===== src/rtl/vga_scale_fetch.sv =====
// rtl/vga_scale_fetch.sv - frame-buffer fetch with DDA nearest-neighbour upscaling and colour mapping
// Maps each visible output pixel to a source pixel, issues the BRAM read,
// and realigns the returned data with the delayed raster timing.
module vga_scale_fetch #(
  parameter int SRC_W        = 128,
  parameter int SRC_H        = 96,
  parameter int DST_W        = 640,
  parameter int DST_H        = 480,
  parameter int ADDR_W       = 14,
  parameter int DATA_W       = 8,
  parameter int BRAM_LATENCY = 1
) (
  input  logic              CLK,
  input  logic              RESET_N,
  input  logic              ENABLE,
  input  logic [1:0]        MODE,
  input  logic              VGA_HS_I,
  input  logic              VGA_VS_I,
  input  logic              VGA_VISIBLE_I,
  output logic [ADDR_W-1:0] BRAM_ADDR,
  input  logic [DATA_W-1:0] BRAM_DOUT,
  output logic [DATA_W-1:0] VGA_R,
  output logic [DATA_W-1:0] VGA_G,
  output logic [DATA_W-1:0] VGA_B,
  output logic              VGA_HS,
  output logic              VGA_VS,
  output logic              VGA_VISIBLE
);

  // Address register is stage 1, data returns BRAM_LATENCY later, colour register is the last stage.
  localparam int PIPE = BRAM_LATENCY + 2;
  localparam int CW   = (SRC_W > 1) ? $clog2(SRC_W) : 1;
  localparam int RW   = (SRC_H > 1) ? $clog2(SRC_H) : 1;
  localparam int AXW  = $clog2(DST_W) + 1;
  localparam int AYW  = $clog2(DST_H) + 1;

  localparam logic [AXW-1:0]    SRC_W_X = AXW'(SRC_W);
  localparam logic [AXW-1:0]    DST_W_X = AXW'(DST_W);
  localparam logic [AYW-1:0]    SRC_H_Y = AYW'(SRC_H);
  localparam logic [AYW-1:0]    DST_H_Y = AYW'(DST_H);
  localparam logic [CW-1:0]     COL_MAX = CW'(SRC_W - 1);
  localparam logic [RW-1:0]     ROW_MAX = RW'(SRC_H - 1);
  localparam logic [ADDR_W-1:0] SRC_W_A = ADDR_W'(SRC_W);
  localparam logic [DATA_W-1:0] ONES    = {DATA_W{1'b1}};

  logic              armed;
  logic              vis_d;
  logic [CW-1:0]     col;
  logic [RW-1:0]     row;
  logic [ADDR_W-1:0] row_base;
  logic [AXW-1:0]    acc_x;
  logic [AYW-1:0]    acc_y;
  logic [AXW-1:0]    sum_x;
  logic [AYW-1:0]    sum_y;
  logic [PIPE-1:0]   hs_pipe;
  logic [PIPE-1:0]   vs_pipe;
  logic [PIPE-1:0]   vis_pipe;
  logic [PIPE-1:0]   chk_pipe;

  // Candidate DDA sums for one horizontal pixel step and one vertical line step.
  always_comb begin
    sum_x = acc_x + SRC_W_X;
    sum_y = acc_y + SRC_H_Y;
  end

  // Source coordinate tracking and read address generation; frame restart wins over end of line.
  always_ff @(posedge CLK or negedge RESET_N) begin
    if (!RESET_N) begin
      armed     <= 1'b0;
      vis_d     <= 1'b0;
      col       <= '0;
      row       <= '0;
      row_base  <= '0;
      acc_x     <= '0;
      acc_y     <= '0;
      BRAM_ADDR <= '0;
    end else if (ENABLE) begin
      vis_d <= VGA_VISIBLE_I;
      if (VGA_VS_I) begin
        armed     <= 1'b1;
        col       <= '0;
        row       <= '0;
        row_base  <= '0;
        acc_x     <= '0;
        acc_y     <= '0;
        BRAM_ADDR <= '0;
      end else if (armed) begin
        if (VGA_VISIBLE_I) begin
          BRAM_ADDR <= row_base + ADDR_W'(col);
          if (sum_x >= DST_W_X) begin
            acc_x <= sum_x - DST_W_X;
            if (col != COL_MAX) col <= col + 1'b1;
          end else begin
            acc_x <= sum_x;
          end
        end else if (vis_d) begin
          col   <= '0;
          acc_x <= '0;
          if (sum_y >= DST_H_Y) begin
            acc_y <= sum_y - DST_H_Y;
            if (row != ROW_MAX) begin
              row      <= row + 1'b1;
              row_base <= row_base + SRC_W_A;
            end
          end else begin
            acc_y <= sum_y;
          end
        end
      end
    end
  end

  // Timing and checker-parity delay lines keep every strobe aligned with the returned pixel.
  always_ff @(posedge CLK or negedge RESET_N) begin
    if (!RESET_N) begin
      hs_pipe  <= '0;
      vs_pipe  <= '0;
      vis_pipe <= '0;
      chk_pipe <= '0;
    end else if (ENABLE) begin
      hs_pipe  <= {hs_pipe[PIPE-2:0], VGA_HS_I};
      vs_pipe  <= {vs_pipe[PIPE-2:0], VGA_VS_I};
      vis_pipe <= {vis_pipe[PIPE-2:0], VGA_VISIBLE_I};
      chk_pipe <= {chk_pipe[PIPE-2:0], col[0] ^ row[0]};
    end
  end

  // Colour mapping registered in the cycle the BRAM data for this pixel is valid.
  always_ff @(posedge CLK or negedge RESET_N) begin
    if (!RESET_N) begin
      VGA_R <= '0;
      VGA_G <= '0;
      VGA_B <= '0;
    end else if (ENABLE) begin
      if (!armed || !vis_pipe[PIPE-2]) begin
        VGA_R <= '0;
        VGA_G <= '0;
        VGA_B <= '0;
      end else begin
        case (MODE)
          2'b00: begin
            VGA_R <= BRAM_DOUT;
            VGA_G <= BRAM_DOUT;
            VGA_B <= BRAM_DOUT;
          end
          2'b01: begin
            VGA_R <= ~BRAM_DOUT;
            VGA_G <= ~BRAM_DOUT;
            VGA_B <= ~BRAM_DOUT;
          end
          2'b10: begin
            VGA_R <= '0;
            VGA_G <= BRAM_DOUT;
            VGA_B <= '0;
          end
          default: begin
            VGA_R <= chk_pipe[PIPE-2] ? ONES : '0;
            VGA_G <= chk_pipe[PIPE-2] ? ONES : '0;
            VGA_B <= chk_pipe[PIPE-2] ? ONES : '0;
          end
        endcase
      end
    end
  end

  assign VGA_HS      = hs_pipe[PIPE-1];
  assign VGA_VS      = vs_pipe[PIPE-1];
  assign VGA_VISIBLE = vis_pipe[PIPE-1];

endmodule


===== config.mk =====
export PLATFORM = sky130hd
export DESIGN_NAME = vga_scale_fetch
export DESIGN_NICKNAME = d
export VERILOG_FILES = /design/src/rtl/vga_scale_fetch.sv
export SDC_FILE = /design/constraint.sdc
export NUM_CORES = 1
export LEC_CHECK = 0
export BUFFER_PORTS_ARGS = -buffer_cell sky130_fd_sc_hd__buf_2
export CAP_MARGIN = 20
export CORE_ASPECT_RATIO = 0.8
export CORE_MARGIN = 4
export CORE_UTILIZATION = 62
export CTS_BUF_LIST = sky130_fd_sc_hd__clkbuf_4 sky130_fd_sc_hd__clkbuf_8 sky130_fd_sc_hd__clkbuf_16
export CTS_CLUSTER_SIZE = 14
export DETAILED_ROUTE_END_ITERATION = 8
export PLACE_DENSITY = 0.85
export SETUP_SLACK_MARGIN = 0.4
export SYNTH_ARGS = -nofsm -noshare
export SYNTH_HDL_FRONTEND = slang
export SYNTH_SLANG_ARGS = --single-unit

===== constraint.sdc =====
create_clock -name CLK -period 3.7 [get_ports CLK]
set_clock_uncertainty 0.2 [all_clocks]
set_input_delay 0.74 -clock CLK [delete_from_list [all_inputs] [get_ports CLK]]
set_output_delay 0.74 -clock CLK [all_outputs]
set_load 0.01 [all_outputs]

==> results.yml, run 1 <==
clock_network:
  cts.sinks: 72
  ctsResizeCount: 0
  numCtsBuffers: 9
  worstSkewPairLatency_ps: 350
  htreeDepth: 3
  holdBufCountCts: 0
  cts_tree: "built"
  clk_pin_slew_ps: 80
  clockBufferDepth: 2
  clock-root-buffer: "clkbuf_8"
  post-cts-setup-buffers: 0
layout:
  final_nets: 486
  drive_gt1_frac: 0.213
  diodes: 0
  fin_cells: 550
  syn2layout_area_growth_pct: 10.3
floorplanning:
  die_h_um: 79.5
  placementRows: 25
  coreArea_um2: 6070
  die_area_um2: 7740
  io_pins: 57
  start_util: 0.653
  die_w_um: 97.4
place:
  portBuffers: 56
  dpl.hpwl_um: 6250
  dp.cells: 534
  pre_cts_slack_ps: 800
  gp_congestion: 0.834
min_path:
  min_path_type: "in -> async"
global_routing:
  grt_pass1_vias: 2955
  grt_max_degree: 40
  use_met3: 0.0681
  use_met1: 0.320
  grt-busiest-layer: "met2"
  grt_antenna_before_repair: 0
  grt_pass1_wl_um: 14500
  met2_usage: 0.358
  grt_util_all_layers: 0.230
  grt.overflow.total: 0
pwr:
  pwr-share-clk: 0.314
  leakagePower_nw: 1.95
  pwr-share-comb: 0.197
  p_int_mw: 1.26
  sw_frac_of_total: 0.329
  powerDensity_nw_per_um2: 429
  power.switching_uw: 617
  ir_drop_mv: 0.254
  seqPwrFrac: 0.489
synthesis:
  synth_top_area_frac: 0.455
  ys_seq_area_frac: 0.455
  synth_top_area_cell: "dfrtp_1"
  syn_inst: 424
  syn_nets: 446
  synth_area_um2: 3960
  synth_most_common_cell: "dfrtp_1"
  ys.flop_type: "dfrtp_1"
  synth_seq_cells: 72
  yosysUniqueCellTypes: 65
  synth.top_cells.by_area: "dfrtp_1 (45%), o21ai_0 (6.8%), nand2_1 (4.5%)"
  synth_warnings: 0
  synthArstFlopShare: 1.00
  synth_edf_count: 0
  synthTopCellsByCount: "dfrtp_1 (72), o21ai_0 (54), nand2_1 (47), inv_1 (30), a21oi_1 (18)"
  synth_area_per_cell_um2: 9.35
drt:
  dr.pass1.iters: 5
  wire_per_inst_um: 15.6
  vias: 3220
  drcViolationCount: 0
  drtAntennaViolNets: 0
  drt-initial-drc-count: 231
  routed_wl_um: 8580
  vias_per_cell: 5.85
critical_path:
  slowest_delay_ps: 520
  crit_arrival_ps: 2580
  timing.critical_path.cells: "buf_2 -> and2_1 -> o32a_2 -> o211a_1 -> mux2i_1 -> o22ai_1"
  slowest_stage: "and2_1"
  r2r_setup_slack_ps: 1210
  worstSetupPathType: "in -> reg"
  required_ps: 3730
  end_kind: "flip-flop"
  path_max_fanout: 19
  worst_setup_path_start_kind: "input pin"
job:
  maxCapViolations: 0
timing:
  worst_slew_pin_slew_ps: 684
  setup_viol: 0
  tns_ps: 0
  maxSlewViolCount: 0
  timing.final.ws_setup_ps: 1150
  hold_viol: 0
  slew_headroom: 0.542
  min_period_over_period: 0.689
  rsz0062_at_grt: "false"
  max_freq_mhz: 392
  layout_min_cycle_time_ps: 2550
status:
  status: "finished clean"
## logic make-up (layout without fill, tap and decap cells)
family / after synthesis / after routing / share of synthesized area
AO/OA/AOI/OAI: 123 / 123 / 0.199
XOR/XNOR: 23 / 23 / 0.0508
adder cells (fa/ha/maj): 6 / 6 / 0.0189
buffers and inverters: 60 / 105 / 0.0742
flip-flops: 72 / 72 / 0.455
multiplexers: 13 / 13 / 0.0357
other: 1 / 1 / 0.000946
AND/OR/NAND/NOR: 126 / 126 / 0.165
## final timing paths
check                                    end          from  cells past startpoint
worst max register to register        row[1]      acc_y[5]                      7
worst min register to register  BRAM_ADDR[3]  BRAM_ADDR[3]                      2
min in group CLK                BRAM_ADDR[3]  BRAM_ADDR[3]                      2
worst min-delay path                  col[4]       RESET_N                      1
worst max-delay path                  row[1]      VGA_VS_I                      6
max in group asynchronous       row_base[13]       RESET_N                      2
## layout by cell type (no fill, tap or decap), drive strengths merged, types with 3 or more instances in the layout
cell type / instances
nand2b: 11
and2: 3
dfrtp: 72
or3: 7
a31o: 4
nand4: 5
a31oi: 4
a21oi: 18
o31ai: 4
o22ai: 12
xor2: 6
and3: 3
nor2: 17
mux2: 9
inv: 34
nand3: 12
clkbuf: 9
clkinvlp: 3
mux2i: 4
ha: 6
xnor2: 17
o21ai: 60
buf: 59
nand2: 47
nand4b: 5
## power groups by stage
stage          clock network (mW)  logic, mW  registers, mW
2_1_floorplan                   0      0.267          0.926
3_3_place_gp                    0      0.354          0.925
3_5_place_dp                    0      0.369          0.930
4_1_cts                     0.601      0.371          0.915
5_1_grt                     0.633      0.415          0.927
6_report                    0.589      0.370          0.916
## sequential cells by signal, indices dropped and copies added (netlist names), 4 cells and up
signal and count:
col 7, acc_y 5, VGA_G 8, row 7
acc_x 4, VGA_B 8, row_base 7, BRAM_ADDR 14
## metrics by stage
stage | total power, mW | hold slack, ps | area [µm²] | util
6_report | 1.87 | 140 | 4370 | 0.721
4_1_cts | 1.89 | 145 | 4370 | 0.721
5_1_grt | 1.97 | 166 | 4370 | 0.721
2_1_floorplan | 1.19 | 244 | 3960 | -
3_3_place_gp | 1.28 | 257 | 4190 | 0.690
3_5_place_dp | 1.30 | 266 | 4190 | 0.690
## cell type report
cell class / count / area, µm²
sequential: 72 / 1800
tap: 81 / 101
fill: 464 / 1700
multi-input combinational: 292 / 1870
inverter: 30 / 113
timing repair buffer: 59 / 303
clock inverter: 7 / 62.6
clock buffer: 9 / 124
## critical path, delay by kind of cell
family / cells / cell delay (ps)
AO/OA/AOI/OAI: 3 / 790
multiplexers: 1 / 240
AND/OR/NAND/NOR: 1 / 520
buffers and inverters: 1 / 270
## metal layers
metal / up-vias / routed length (µm)
met5: - / 0
met4: 0 / 90
met3: 13 / 460
met2: 103 / 4000
met1: 1551 / 4030
li1: 1553 / -
Note: power is estimated with default switching activity, not from simulation.
==> run 2, diff against run 1 <==
--- a/config.mk
+++ b/config.mk
@@ -9,11 +9,11 @@
 export CAP_MARGIN = 20
 export CORE_ASPECT_RATIO = 0.8
 export CORE_MARGIN = 4
-export CORE_UTILIZATION = 62
+export CORE_UTILIZATION = 57
 export CTS_BUF_LIST = sky130_fd_sc_hd__clkbuf_4 sky130_fd_sc_hd__clkbuf_8 sky130_fd_sc_hd__clkbuf_16
 export CTS_CLUSTER_SIZE = 14
 export DETAILED_ROUTE_END_ITERATION = 8
-export PLACE_DENSITY = 0.85
+export PLACE_DENSITY = 0.8
 export SETUP_SLACK_MARGIN = 0.4
 export SYNTH_ARGS = -nofsm -noshare
 export SYNTH_HDL_FRONTEND = slang
==> constraint.sdc (replaced) <==
create_clock -name CLK -period 2.7 [get_ports CLK]
set_clock_uncertainty 0.2 [all_clocks]
set_input_delay 0.54 -clock CLK [delete_from_list [all_inputs] [get_ports CLK]]
set_output_delay 0.54 -clock CLK [all_outputs]
set_load 0.01 [all_outputs]
==> run 2 against run 1 <==
  * The flow now finishes with violations (hold timing)
  * Routed wire length rose by 1.0%
  * Cell count increased by 2.0%
  * Global-route usage fell by 1.0 points
  * Worst setup slack got worse by 630 ps
  * Core utilization fell by 3.5 points
  * Via count down 0.16%
  * Highest routed layer unchanged
==> results.yml, run 2 (synthesis results as in run 1) <==
status:
  status: "finished, violations left"
  violations: "hold timing"
place:
  dpl.hpwl_um: 6160
  portBuffers: 56
  gp_congestion: 0.860
  pre_cts_slack_ps: 299
min_path:
  min_path_type: "in -> async"
timing:
  min_period_over_period: 0.806
  rsz0062_at_grt: "false"
  tns_ps: 0
  layout_min_cycle_time_ps: 2180
  slew_headroom: 0.551
  holdWs_ps: -4.90
  maxSlewViolCount: 0
  worst_slew_pin_slew_ps: 673
  setup_viol: 0
  hold_viol: 5
  max_freq_mhz: 459
  timing.final.ws_setup_ps: 523
clock_network:
  worstSkewPairLatency_ps: 350
  clock-root-buffer: "clkbuf_8"
  clockBufferDepth: 2
  htreeDepth: 3
  clk_pin_slew_ps: 80
  cts_tree: "built"
  holdBufCountCts: 0
  numCtsBuffers: 9
  cts.sinks: 72
floorplanning:
  placementRows: 26
  die_area_um2: 8360
  die_w_um: 101
  start_util: 0.603
  die_h_um: 82.6
  coreArea_um2: 6570
  io_pins: 57
drt:
  drcViolationCount: 0
  dr.pass1.iters: 4
  vias: 3215
  vias_per_cell: 5.73
  drt-initial-drc-count: 186
  routed_wl_um: 8670
  wire_per_inst_um: 15.5
  drtAntennaViolNets: 0
critical_path:
  crit_arrival_ps: 2270
  cp-startpoint: "acc_y[5]"
  required_ps: 2790
  end_kind: "flip-flop"
  worstSetupPathType: "reg -> reg"
  regToRegStartpoint: "acc_y[5]"
  path_max_fanout: 10
  worst_setup_path_start_kind: "flip-flop"
global_routing:
  use_met1: 0.301
  grt_max_degree: 45
  grt_util_all_layers: 0.220
  grt_pass1_vias: 3019
  met2_usage: 0.346
  grt.overflow.total: 0
  use_met3: 0.0495
  grt_antenna_before_repair: 0
  grt_pass1_wl_um: 14300
  grt-busiest-layer: "met2"
layout:
  drive_gt1_frac: 0.239
  regArea_um2: 1810
  largest_register: "BRAM_ADDR"
  largest_reg_flops: 14
  multiInputGateArea_um2: 1900
  syn2layout_area_growth_pct: 13.6
  layout_commonest_cell: "dfrtp_1"
  nFillCells: 515
  final_cell_mix: "dfrtp_1 (69), buf_2 (56), o21ai_0 (54)"
  final_nets: 494
  diodes: 0
  top_regs: "BRAM_ADDR x14, VGA_B x8, VGA_G x8"
pwr:
  ir_drop_mv: 0.361
  leakagePower_nw: 2.01
  powerDensity_nw_per_um2: 596
job:
  maxCapViolations: 0
-- run 2: cell types whose count changed in the layout (fill, tap and decap cells not counted), moves of 3 or more --
| cell | previous run | this run |
|---|---|---|
| buf_4 | 3 | 10 |
| dfrtp_2 | 0 | 3 |
| dfrtp_1 | 72 | 69 |
| clkinvlp_4 | 3 | 0 |
| clkinv_4 | 0 | 3 |
-- run 2: cell type report --
class                      count  area share
timing repair buffer          67      0.0834
multi-input combinational    292       0.422
sequential                    72       0.401
clock inverter                 7      0.0175
clock buffer                   9      0.0275
inverter                      30      0.0250
tap                           84      0.0233
-- run 2: where the power goes --
group / internal [mW] / leakage [nW] / switching (mW)
clock: 0.436 / 0.104 / 0.433
combinational: 0.242 / 0.949 / 0.328
sequential: 1.17 / 0.954 / 0.0767
-- run 2: layer usage --
| metal | wire length [µm] | vias up | part of all wire |
|---|---|---|---|
| met1 | 3940 | 1541 | 0.45 |
| met3 | 481 | 14 | 0.055 |
| met4 | 118 | 0 | 0.014 |
| met2 | 4130 | 80 | 0.48 |
| met5 | 0 | - | 0 |
| li1 | - | 1580 | - |
-- run 2: what timing repair did --
action	CTS	global route
cloned	0	0
gates resized for setup	5	5
setup endpoints to repair	14	12
setup buffers	0	5
pin swaps	2	2
-- run 2: worst max-delay path, stage by stage (launching register included) --
cell	delay (ps)
dfrtp_2	450
inv_1	140
ha_4	220
nand4b_1	190
o31a_4	210
o211ai_4	140
or4_1	480
o21ai_1	80
-- run 2: path summary, 6_finish.rpt --
| kind | endpoint | slack, ps | depth (start not counted) |
|---|---|---|---|
| setup / recovery | row_base[12] | 520 | 7 |
| hold / removal | acc_x[9] | -5 | 1 |
| setup reg to reg | row_base[12] | 520 | 7 |
| hold reg to reg | BRAM_ADDR[7] | 270 | 2 |
| max in group asynchronous | acc_y[5] | 1620 | 2 |
| min in group CLK | hs_pipe[0] | 210 | 2 |
-- run 2: stage by stage --
step | instances | area, µm² | util | power [mW] | hold WS, ps
5_1_grt | 561 | 4500 | 0.685 | 2.82 | 38.8
3_3_place_gp | 540 | 4230 | 0.643 | 1.76 | 257
6_report | 561 | 4500 | 0.685 | 2.68 | -4.90
2_1_floorplan | 424 | 3960 | - | 1.63 | 44.4
4_1_cts | 556 | 4450 | 0.677 | 2.66 | 12.0
3_5_place_dp | 540 | 4230 | 0.643 | 1.78 | 262
==> run 3, diff against run 2 <==
--- a/config.mk
+++ b/config.mk
@@ -9,11 +9,11 @@
 export CAP_MARGIN = 20
 export CORE_ASPECT_RATIO = 0.8
 export CORE_MARGIN = 4
-export CORE_UTILIZATION = 57
+export CORE_UTILIZATION = 52
 export CTS_BUF_LIST = sky130_fd_sc_hd__clkbuf_4 sky130_fd_sc_hd__clkbuf_8 sky130_fd_sc_hd__clkbuf_16
 export CTS_CLUSTER_SIZE = 14
 export DETAILED_ROUTE_END_ITERATION = 8
-export PLACE_DENSITY = 0.8
+export PLACE_DENSITY = 0.76
 export SETUP_SLACK_MARGIN = 0.4
 export SYNTH_ARGS = -nofsm -noshare
 export SYNTH_HDL_FRONTEND = slang
==> constraint.sdc (replaced) <==
create_clock -name CLK -period 1.7 [get_ports CLK]
set_clock_uncertainty 0.2 [all_clocks]
set_input_delay 0.34 -clock CLK [delete_from_list [all_inputs] [get_ports CLK]]
set_output_delay 0.34 -clock CLK [all_outputs]
set_load 0.01 [all_outputs]
==> run 3 against run 2 <==
  * Worst setup slack worse by 850 ps
  * Global-route usage rose by 0.87 points
  * The flow finishes with violations (setup timing)
  * Sequential share of layout area is 8.0 points lower
  * Die area up 8.8%
  * Worst hold slack better by 14 ps
  * Critical path depth did not move
  * Combinational power increased to 2.6 times the previous value
  * Critical endpoint is now acc_y[6]
  * Largest cell class unchanged
  * Cell area rose by 25%
  * Power is 78% higher
  * Highest routed layer unchanged
  * Largest power group unchanged
  * Non-clock buffer count rose by 79
  * Via count up 16%
  * Register-to-register slack lost 850 ps
==> results.yml, run 3 (synthesis results as in run 1) <==
min_path:
  min_path_type: "in -> reg"
  min_to: "hs_pipe[0]"
  hold_start: "VGA_HS_I"
  whs_path_depth: 2
global_routing:
  grt_pass1_vias: 3480
  grt.overflow.total: 0
  grt_antenna_before_repair: 0
  grt_util_all_layers: 0.229
  grt_max_degree: 73
  grt_pass1_wl_um: 16700
timing:
  timing.final.ws_setup_ps: -324
  max_freq_mhz: 494
  rsz0062_at_grt: "true"
  min_period_over_period: 1.19
  maxSlewViolCount: 0
  setup_viol: 26
  hold_viol: 0
  layout_min_cycle_time_ps: 2020
drt:
  dr.pass1.iters: 5
  wire_per_inst_um: 16.7
  vias_per_cell: 5.60
  drtAntennaViolNets: 0
  drcViolationCount: 0
  drt-initial-drc-count: 251
  routed_wl_um: 11200
  vias: 3731
pwr:
  leakagePower_nw: 2.51
  powerDensity_nw_per_um2: 851
  p_int_mw: 3.14
  power.switching_mw: 1.64
  pwr-share-clk: 0.276
  sw_frac_of_total: 0.342
  pwr-share-comb: 0.312
  seqPwrFrac: 0.412
  ir_drop_mv: 0.480
floorplanning:
  die_w_um: 106
  die_area_um2: 9090
  start_util: 0.536
  coreArea_um2: 7390
  placementRows: 28
  io_pins: 57
  die_h_um: 86.1
critical_path:
  r2r_setup_slack_ps: -320
  r2r_cells: 7
  regToRegStartpoint: "acc_y[5]"
  path_max_fanout: 6
  crit_arrival_ps: 2080
  worstSetupPathType: "reg -> reg"
  crit-reg2reg-capture: "acc_y[6]"
  required_ps: 1760
  worst_setup_path_start_kind: "flip-flop"
  end_kind: "flip-flop"
clock_network:
  htreeDepth: 3
  clock-root-buffer: "clkbuf_8"
  cts.sinks: 72
  numCtsBuffers: 9
  worstSkewPairLatency_ps: 360
  clockBufferDepth: 2
  cts_tree: "built"
  clk_pin_slew_ps: 90
layout:
  syn2layout_area_growth_pct: 41.7
  layout_commonest_cell: "buf_4"
  largest_reg_flops: 14
  nFillCells: 467
  final_util: 0.760
  fin_area_um2: 5620
  final_nets: 578
  fin_cells: 666
  final_cell_mix: "buf_4 (77), dfrtp_1 (70), buf_2 (54)"
  drive_gt1_frac: 0.467
  diodes: 0
  top_regs: "BRAM_ADDR x14, VGA_B x8, VGA_G x8"
  largest_register: "BRAM_ADDR"
status:
  status: "finished, violations left"
  violations: "setup timing"
place:
  place_area_um2: 4690
  dp.cells: 607
  dpl.hpwl_um: 6700
  portBuffers: 56
  gp_congestion: 0.866
job:
  maxCapViolations: 0
==> run 3: cell count changes in the layout (fill, tap and decap cells not counted), moves of 4 or more <==
cell and delta:
o22ai_1 -5, o21ai_2 +7, a21oi_2 +9, nand2_2 +18, o21ai_0 -30, xnor2_1 -4, buf_4 +67, o21ai_1 +21
buf_6 +12, a21oi_1 -9, nand2_1 -21, o22ai_2 +5, xnor2_2 +4
==> run 3: stage by stage <==
step	worst slack [ps]	TNS, ps	hold slack (ps)	power, mW
after floorplan	-370	-5790	-156	2.69
after global placement	-377	-6210	198	3.02
after detailed placement	-459	-7660	198	3.06
after CTS	-342	-6350	0.456	4.49
after global routing	-393	-8080	7.54	5.00
final	-324	-6070	9.57	4.78
==> run 3: what timing repair did <==
item	CTS	global route
pin swaps	17	26
setup buffers	16	21
endpoints found under the hold margin	72	0
gates resized for setup	32	89
hold buffers	1	0
cloned	3	2
endpoints found under the setup margin	99	99
==> run 3: layer usage <==
metal / share of wire / up-vias / GRT usage
li1: - / 1758 / -
met1: 0.43 / 1827 / 0.312
met2: 0.50 / 120 / 0.373
met3: 0.050 / 26 / 0.0617
met4: 0.019 / 0 / 0.0447
met5: 0 / - / 0
==> run 3: how the worst max path moves through the flow <==
stage                         endpoint  slack, ps  cells past startpoint  startpoint
after floorplan                 row[1]       -370                      9    acc_y[5]
after global placement          row[1]       -380                      7    acc_y[6]
after detailed placement        row[1]       -460                      7    acc_y[6]
after CTS                       row[1]       -340                      7    acc_y[5]
after global routing      row_base[12]       -390                      7    acc_y[5]
final                         acc_y[6]       -320                      7    acc_y[5]
==> run 3: cell type report <==
| class | count | area [µm²] | area share |
|---|---|---|---|
| Multi-Input combinational cell | 297 | 2350 | 0.419 |
| Sequential cell | 72 | 1800 | 0.321 |
| Timing Repair Buffer | 146 | 1030 | 0.183 |
| Tap cell | 105 | 131 | 0.0234 |
| Clock buffer | 9 | 124 | 0.0220 |
| Inverter | 30 | 113 | 0.0200 |
| Clock inverter | 7 | 62.6 | 0.0111 |
==> run 3: critical path, cell delays in order, from the launching register on <==
cell	delay, ps
dfrtp_2	420
inv_2	80
ha_4	170
and3b_1	220
o21a_4	230
o21ai_4	80
or3_1	310
a32o_1	220
==> run 3: power groups by stage <==
stage                     clock, mW  sequential [mW]  combinational (mW)
after floorplan                   0             2.03               0.663
after global placement            0             1.98                1.04
after detailed placement          0             1.99                1.07
after CTS                      1.34             1.96                1.20
after global routing           1.41             1.99                1.61
final                          1.32             1.97                1.49
